**src/rtl/exu_pc_ctrl.sv**
```systemverilog
// Architectural PC owner for a multi-cycle core: issues PCs to the IFU, accepts commits
// from the EXU, computes the next PC, flags misaligned targets and counts retirements.
module exu_pc_ctrl #(
    parameter int                   ISA_WIDTH    = 32,
    parameter logic [ISA_WIDTH-1:0] RESET_VECTOR = ISA_WIDTH'(32'h8000_0000),
    parameter int                   ALIGN_BITS   = 2,
    parameter int                   CNT_WIDTH    = 64
) (
    input  logic                 clk,
    input  logic                 rst,
    output logic [ISA_WIDTH-1:0] pc_out,
    output logic                 pc_valid,
    input  logic                 pc_ready,
    input  logic                 cmt_valid,
    output logic                 cmt_ready,
    input  logic [2:0]           cmt_kind,
    input  logic                 cmt_taken,
    input  logic [ISA_WIDTH-1:0] cmt_imm,
    input  logic [ISA_WIDTH-1:0] cmt_src1,
    input  logic                 cmt_ilen,
    input  logic [ISA_WIDTH-1:0] mtvec,
    input  logic [ISA_WIDTH-1:0] mepc,
    output logic                 misalign,
    output logic [ISA_WIDTH-1:0] misalign_addr,
    output logic                 halted,
    output logic [CNT_WIDTH-1:0] retired_cnt
);

    typedef enum logic [1:0] {S_ISSUE, S_EXEC, S_HALT} state_t;

    localparam logic [2:0] K_JAL    = 3'd1;
    localparam logic [2:0] K_JALR   = 3'd2;
    localparam logic [2:0] K_BRANCH = 3'd3;
    localparam logic [2:0] K_TRAP   = 3'd4;
    localparam logic [2:0] K_MRET   = 3'd5;
    localparam logic [2:0] K_HALT   = 3'd6;

    localparam logic [ISA_WIDTH-1:0] ALIGN_MASK = ISA_WIDTH'((64'd1 << ALIGN_BITS) - 64'd1);

    state_t                 state_q, state_d;
    logic [ISA_WIDTH-1:0]   pc_q, pc_d;
    logic                   pc_valid_q, pc_valid_d;
    logic                   cmt_ready_q, cmt_ready_d;
    logic                   misalign_q, misalign_d;
    logic [ISA_WIDTH-1:0]   misalign_addr_q, misalign_addr_d;
    logic                   halted_q, halted_d;
    logic [CNT_WIDTH-1:0]   retired_q, retired_d;

    logic [ISA_WIDTH-1:0]   inc, seq_pc, rel_pc, trap_vec, target;
    logic                   check_align, target_bad;

    always_comb begin
        inc      = (ALIGN_BITS == 1 && cmt_ilen) ? ISA_WIDTH'(2) : ISA_WIDTH'(4);
        seq_pc   = pc_q + inc;
        rel_pc   = pc_q + cmt_imm;
        trap_vec = mtvec & ~ISA_WIDTH'(3);

        target      = seq_pc;
        check_align = 1'b0;
        case (cmt_kind)
            K_JAL: begin
                target      = rel_pc;
                check_align = 1'b1;
            end
            K_JALR: begin
                target      = (cmt_src1 + cmt_imm) & ~ISA_WIDTH'(1);
                check_align = 1'b1;
            end
            K_BRANCH: begin
                target      = cmt_taken ? rel_pc : seq_pc;
                check_align = cmt_taken;
            end
            K_TRAP:  target = trap_vec;
            K_MRET:  target = mepc & ~ALIGN_MASK;
            K_HALT:  target = pc_q;
            default: target = seq_pc;
        endcase
        target_bad = check_align && ((target & ALIGN_MASK) != '0);

        state_d         = state_q;
        pc_d            = pc_q;
        pc_valid_d      = pc_valid_q;
        cmt_ready_d     = cmt_ready_q;
        misalign_d      = 1'b0;
        misalign_addr_d = misalign_addr_q;
        halted_d        = halted_q;
        retired_d       = retired_q;

        case (state_q)
            S_ISSUE: begin
                if (pc_ready) begin
                    state_d     = S_EXEC;
                    pc_valid_d  = 1'b0;
                    cmt_ready_d = 1'b1;
                end
            end
            S_EXEC: begin
                if (cmt_valid) begin
                    retired_d   = retired_q + CNT_WIDTH'(1);
                    cmt_ready_d = 1'b0;
                    if (cmt_kind == K_HALT) begin
                        state_d  = S_HALT;
                        halted_d = 1'b1;
                    end else begin
                        state_d    = S_ISSUE;
                        pc_valid_d = 1'b1;
                        // A misaligned control-flow target diverts to the trap vector.
                        if (target_bad) begin
                            pc_d            = trap_vec;
                            misalign_d      = 1'b1;
                            misalign_addr_d = target;
                        end else begin
                            pc_d = target;
                        end
                    end
                end
            end
            default: ;
        endcase
    end

    always_ff @(posedge clk or negedge rst) begin
        if (!rst) begin
            state_q         <= S_ISSUE;
            pc_q            <= RESET_VECTOR;
            pc_valid_q      <= 1'b1;
            cmt_ready_q     <= 1'b0;
            misalign_q      <= 1'b0;
            misalign_addr_q <= '0;
            halted_q        <= 1'b0;
            retired_q       <= '0;
        end else begin
            state_q         <= state_d;
            pc_q            <= pc_d;
            pc_valid_q      <= pc_valid_d;
            cmt_ready_q     <= cmt_ready_d;
            misalign_q      <= misalign_d;
            misalign_addr_q <= misalign_addr_d;
            halted_q        <= halted_d;
            retired_q       <= retired_d;
        end
    end

    assign pc_out        = pc_q;
    assign pc_valid      = pc_valid_q;
    assign cmt_ready     = cmt_ready_q;
    assign misalign      = misalign_q;
    assign misalign_addr = misalign_addr_q;
    assign halted        = halted_q;
    assign retired_cnt   = retired_q;

endmodule
```
**config.mk**
```make
export PLATFORM = sky130hd
export DESIGN_NAME = exu_pc_ctrl
export DESIGN_NICKNAME = d
export VERILOG_FILES = /design/src/rtl/exu_pc_ctrl.sv
export SDC_FILE = /design/constraint.sdc
export NUM_CORES = 1
export LEC_CHECK = 0
export CAP_MARGIN = 20
export CORE_MARGIN = 2
export CORE_UTILIZATION = 51
export DETAILED_ROUTE_END_ITERATION = 6
export PLACE_DENSITY = 0.84
export SLEW_MARGIN = 20
export SYNTH_ARGS = -nofsm -noshare
export SYNTH_HDL_FRONTEND = slang
export SYNTH_SLANG_ARGS = --single-unit
export TNS_END_PERCENT = 100
```
**constraint.sdc**
```tcl
create_clock -name clk -period 3.55 [get_ports clk]
set_clock_uncertainty 0.1 [all_clocks]
set_input_delay 0.355 -clock clk [delete_from_list [all_inputs] [get_ports clk]]
set_output_delay 0.355 -clock clk [all_outputs]
set_load 0.01 [all_outputs]
```
Word-level counts from Yosys, hierarchy flattened
Cells that the tools add are included.
- flip-flop bits (word level): 134
- bits in latches: 0
- memory bits (writable): 0
- memory bits (read-only): 0
- input bits: 137
- output and inout port bits: 132
- word-level logic and storage cells: 53
- memories kept: 0
- add/subtract/negate cells: 4
- multiply operators: 0
- div/mod/pow operators: 0
- $lt $le $gt $ge: 0
- equality and inequality tests: 10
- shifts and indexed selects: 0
- mux-type cells: 19
- bitwise gates (word level): 1
- reduce and logical (&&, ||, !) cells: 11
- operator list (cell ; count):
    case mux 32 bit (6 select lines) ; 1
    adder 32 bit ; 2
    adder 64 x 1 -> 64 bit, second input constant ; 1
    two-way mux 32 bit ; 2
    adder 32 x 3 -> 32 bit, second input constant ; 1
    nonzero test 32 bit ; 1
    equality test 3 bit, second input constant ; 3
    two-way mux 1 bit ; 9
    AND reduction 3 bit ; 3
    AND reduction 4 bit ; 2
    equality test 3 x 2 -> 1 bit, second input constant ; 2
    two-way mux 2 bit ; 3
    != test 2 bit, second input constant ; 3
    case mux 1 bit (2 select lines) ; 3
    case mux 2 bit (2 select lines) ; 1
    equality test 3 x 1 -> 1 bit, second input constant ; 1
    equality test 2 x 1 -> 1 bit, second input constant ; 1
    zero test 2 bit ; 1
    AND reduction 2 bit ; 1
    nonzero test 2 bit ; 1
    OR reduction 2 bit ; 1
    logical AND 1 bit ; 1
    inverter 1 bit ; 1

Logic depth before layout (Yosys ltp)
- depth in word-level cells: 9
- gate-level depth with buffers: 12
- depth with buffers taken out: 12

Worst setup path before layout
OpenSTA, ideal clock, no wires.
- kind: input to register
- start point: input port cmt_imm[2]
- end point: register pc_q[29] (netlist: pc_out[29])
- arrival: 2803 ps
- data required time: 3329 ps
- slack: 526 ps
- stages: 10
- buffers on the path: 0
- cells stage by stage: ha_1 > nand4_1 > a2111oi_4 > a311oi_4 > a2111oi_0 > o211a_1 > mux2_1 > a211o_1 > nor2_1 > o21ai_1
- word-level cells in the longest chain between the ends: 4
- elaborated cells on any way between the ends: 5
- those cells by class: add/sub (2); mux (3)
- ends and longest elaborated chain (what ; line ; source):
    from (decl) ; 18 ; input logic [ISA_WIDTH-1:0] cmt_imm,
    adder 32 bit ; 55 ; rel_pc = pc_q + cmt_imm;
    two-way mux 32 bit ; 70 ; target = cmt_taken ? rel_pc : seq_pc;
    case mux 32 bit (6 select lines) * ; 60 ; case (cmt_kind)
    two-way mux 32 bit * ; 108 ; if (target_bad) begin
    to (signal assigned) ; 134 ; pc_q <= pc_d;
    to (decl) ; 41 ; logic [ISA_WIDTH-1:0] pc_q, pc_d;
Mark *: on every way between the ends. The rest lies on a longest branch, timed or not.
A chain may end at the register's enable or synchronous reset.

Worst setup path in the final report
- start point: input port cmt_imm[1]
- end point: register misalign_addr_q[31] (netlist: misalign_addr[31])
- word-level cells in the longest chain between the ends: 6
- elaborated cells on any way between the ends: 7
- those cells by class: add/sub (2); mux (2); reduce/logical (3)
- ends and longest elaborated chain (what ; line ; source):
    adder 32 bit ; 55 ;
    two-way mux 32 bit ; 70 ;
    case mux 32 bit (6 select lines) * ; 60 ;
    nonzero test 32 bit ; 78 ; target_bad = check_align && ((target & ALIGN_MASK) != '0);
    logical AND 1 bit ; 78 ;
    AND reduction 4 bit (no source line) ; -- ;
    to (signal assigned) ; 138 ; misalign_addr_q <= misalign_addr_d;
    to (decl) ; 45 ; logic [ISA_WIDTH-1:0] misalign_addr_q, misalign_addr_d;
Marked as above.

==> impl_metrics.py <==
metrics = {
    "logic_synthesis": {
        "post-synth-top-count-cell": "nand2_1",
        "synth_top_area_frac": 0.2966,
        "syn_inst": 1335,
        "ys_seq_elements": 133,
        "async_reset_ff_frac": 1.000,
        "yosys-top-cells-area": "dfrtp_1, xnor2_1, ha_1, nand2_1, o21ai_0",
        "synth.largest_area_cell": "dfrtp_1",
        "synth_flop_cell": "dfrtp_1",
        "synth_edf_count": 0,
        "synth_cell_types": 82,
        "yosys_warnings": 0,
        "netlist_top_cells_count": "nand2_1, dfrtp_1, o21ai_0",
        "avgSynthCellArea_um2": 8.279,
        "ys_seq_area_frac": 0.3013,
        "synth_area_um2": 11050,
        "synth_fp_nets": 1537,
    },
    "routing": {
        "postRouteAntennaNets": 0,
        "met3RoutedLength_mm": 4.577,
        "top_layer_used": "met4",
        "remaining_drc_errors": 0,
        "wl_mm": 40.66,
        "vias": 12290,
        "dr_wl_met2_mm": 18.26,
        "post_drt_via_cell_ratio": 6.239,
        "wl_met1_mm": 16.29,
        "first_iter_violations": 1435,
        "firstDrtPassIters": 5,
        "routedWlPerCell_um": 20.64,
    },
    "clocking": {
        "cts_max_path_buffers": 2,
        "h-tree-depth": 4,
        "numClockSinks": 133,
        "tritoncts": "built",
        "cts_resized": 0,
        "ctsHoldBuffers": 1,
        "clk_latency_ns": 0.41,
        "cts_buffers": 17,
        "clkTransAtPathRegs_ns": 0.06,
        "cts-root-buf": "clkbuf_16",
        "cts_setup_buffers": 0,
    },
    "critical_path": {
        "cp-start-kind": "primary input",
        "end_kind": "flop",
        "cp_max_fo": 4,
        "crit_type": "in2reg",
        "required_ns": 3.73,
        "worst_ep_arrival_time_ns": 3.62,
    },
    "power_and_ir_drop": {
        "ir_worst_vdd_v": 0.0003578,
        "swShare": 0.4192,
        "total_power_mw": 9.126,
        "p_comb_frac": 0.532,
        "intPower_mw": 5.300,
        "switchingPower_mw": 3.826,
        "clockPowerShare": 0.203,
        "seqPwrFrac": 0.265,
        "leakage_nw": 6.740,
        "powerDensity_nw_per_um2": 592.3,
    },
    "floorplanning": {
        "rows": 53,
        "ios": 269,
        "chipWidth_um": 151.2,
        "die_area_um2": 22870,
        "core_region_area_um2": 21150,
        "initial_core_util": 0.5225,
        "die_h_um": 151.2,
    },
    "global_route": {
        "overflow": 0,
        "grt_antenna_before_repair": 2,
        "grt_max_degree": 61,
        "grt_pass1_wl_mm": 62.91,
        "track_usage": 0.3543,
        "grt_pass1_vias": 11770,
    },
    "flow_run": {
        "drv_cap": 0,
    },
    "sta": {
        "final-setup-viol-count": 0,
        "worstMarginPinSlew_ns": 0.8992,
        "rsz0062_at_grt": "no",
        "timing.slew.headroom": 0.4005,
        "drv_slew": 0,
        "hold_viol_final": 0,
        "period_minus_slack_ns": 3.438,
        "max_clock_freq_mhz": 290.9,
        "fin_crit_sh": 0.9684,
    },
    "final_layout": {
        "final_util": 0.7283,
        "synthToLayoutAreaGrowth_pct": 39.39,
        "fin_nets": 1881,
        "drive_above_1_share": 0.1212,
    },
    "worst_hold_path": {
        "hold_path_class": "in2reg",
    },
    "placement": {
        "place.gp.congestion": 1.025,
        "portBuffers": 263,
        "dp_hpwl_mm": 32.15,
    },
    "outcome": {
        "status": "completed",
    },
}
## worst paths after layout
kind	from	endpoint	slack, ns	depth (start not counted)
max reg2reg	pc_out[1]$_DFFE_PN0P_	misalign_addr[31]$_DFFE_PN0P_	0.20	11
min reg2reg	retired_cnt[63]$_DFFE_PN0P_	retired_cnt[63]$_DFFE_PN0P_	0.37	1
max in group asynchronous	rst	retired_cnt[5]$_DFFE_PN0P_	2.14	3
min in group asynchronous	rst	retired_cnt[52]$_DFFE_PN0P_	0.38	2
min	cmt_kind[1]	pc_out[1]$_DFFE_PN0P_	0.36	4
max	cmt_imm[1]	misalign_addr[31]$_DFFE_PN0P_	0.11	12
## critical path: stages
cell             delay, ns
clkdlybuf4s50_1       0.57
ha_1                  0.29
a211oi_2              0.30
o21bai_1              0.15
o32a_1                0.39
a221oi_2              0.41
o21ai_2               0.12
buf_4                 0.17
and3_1                0.14
o21a_1                0.20
a211oi_1              0.41
o21ai_1               0.11
## cells in the final DEF (no fill, tap or decap), types with 30 or more instances in the layout
master / n
a21o_1: 35
mux2i_1: 37
xor2_1: 40
nor2_1: 87
and3_1: 30
dfrtp_1: 131
nand2_1: 169
nand3_1: 57
ha_1: 63
a21oi_1: 76
clkdlybuf4s50_1: 261
xnor2_1: 92
buf_4: 136
nand4_1: 39
o21ai_0: 102
## registers in the layout (all words and copies together), names as in the netlist
register / count
misalign_addr: 32
pc_out: 32
state_q: 2
misalign: 1
halted: 1
pc_valid: 1
retired_cnt: 64
## per-stage QoR
step / hold WS (ns) / std cells / setup TNS (ns) / setup slack (ns) / cell area [um2]
after CTS: 0.3473 / 1967 / 0 / 0.2393 / 15400
after global routing: 0.3926 / 1968 / 0 / 0.05698 / 15400
after floorplan: -0.04059 / 1335 / 0 / 0.5262 / 11050
final: 0.3644 / 1970 / 0 / 0.1122 / 15410
after detailed placement: 0.2760 / 1934 / -1.986 / -0.1913 / 14770
after global placement: 0.2652 / 1934 / -0.7483 / -0.1745 / 14770
## logic make-up (layout without fill, tap and decap cells)
logic type / Yosys count / after routing / share of synthesized area
simple gates: 481 / 481 / 0.2127
compound gates: 383 / 383 / 0.2296
flops: 133 / 133 / 0.3013
xor+xnor: 132 / 132 / 0.1046
buf+inv: 95 / 452 / 0.03385
fa+ha+maj: 65 / 65 / 0.07494
mux: 46 / 46 / 0.04302
other cells: 0 / 3 / 0
## routing by layer
metal  GRT usage  vias up
met4      0.1341        0
met1      0.4718     5815
met3     0.07982      108
met5           0        -
met2      0.5622      747
li1            -     5621
## final cells by class
class                   instances  area [um2]
multi-input cells            1107        7365
flip-flops and latches        133        3331
clock buffers                  18       429.2
well taps                     275       344.1
diodes                          3       7.507
fillers                      1566        5747
inverters                      20       75.07
clock inverters                14       187.7
repair buffers                400        3669
## power by group through the flow
stage / Sequential [mW] / Clock [mW] / Combinational, mW
6_report: 2.42 / 1.85 / 4.85
5_1_grt: 2.45 / 1.92 / 5.21
4_1_cts: 2.39 / 1.86 / 4.74
3_5_place_dp: 2.39 / 0 / 4.70
3_3_place_gp: 2.39 / 0 / 4.60
2_1_floorplan: 2.47 / 0 / 2.34
Power figures use the tool's default switching activity.
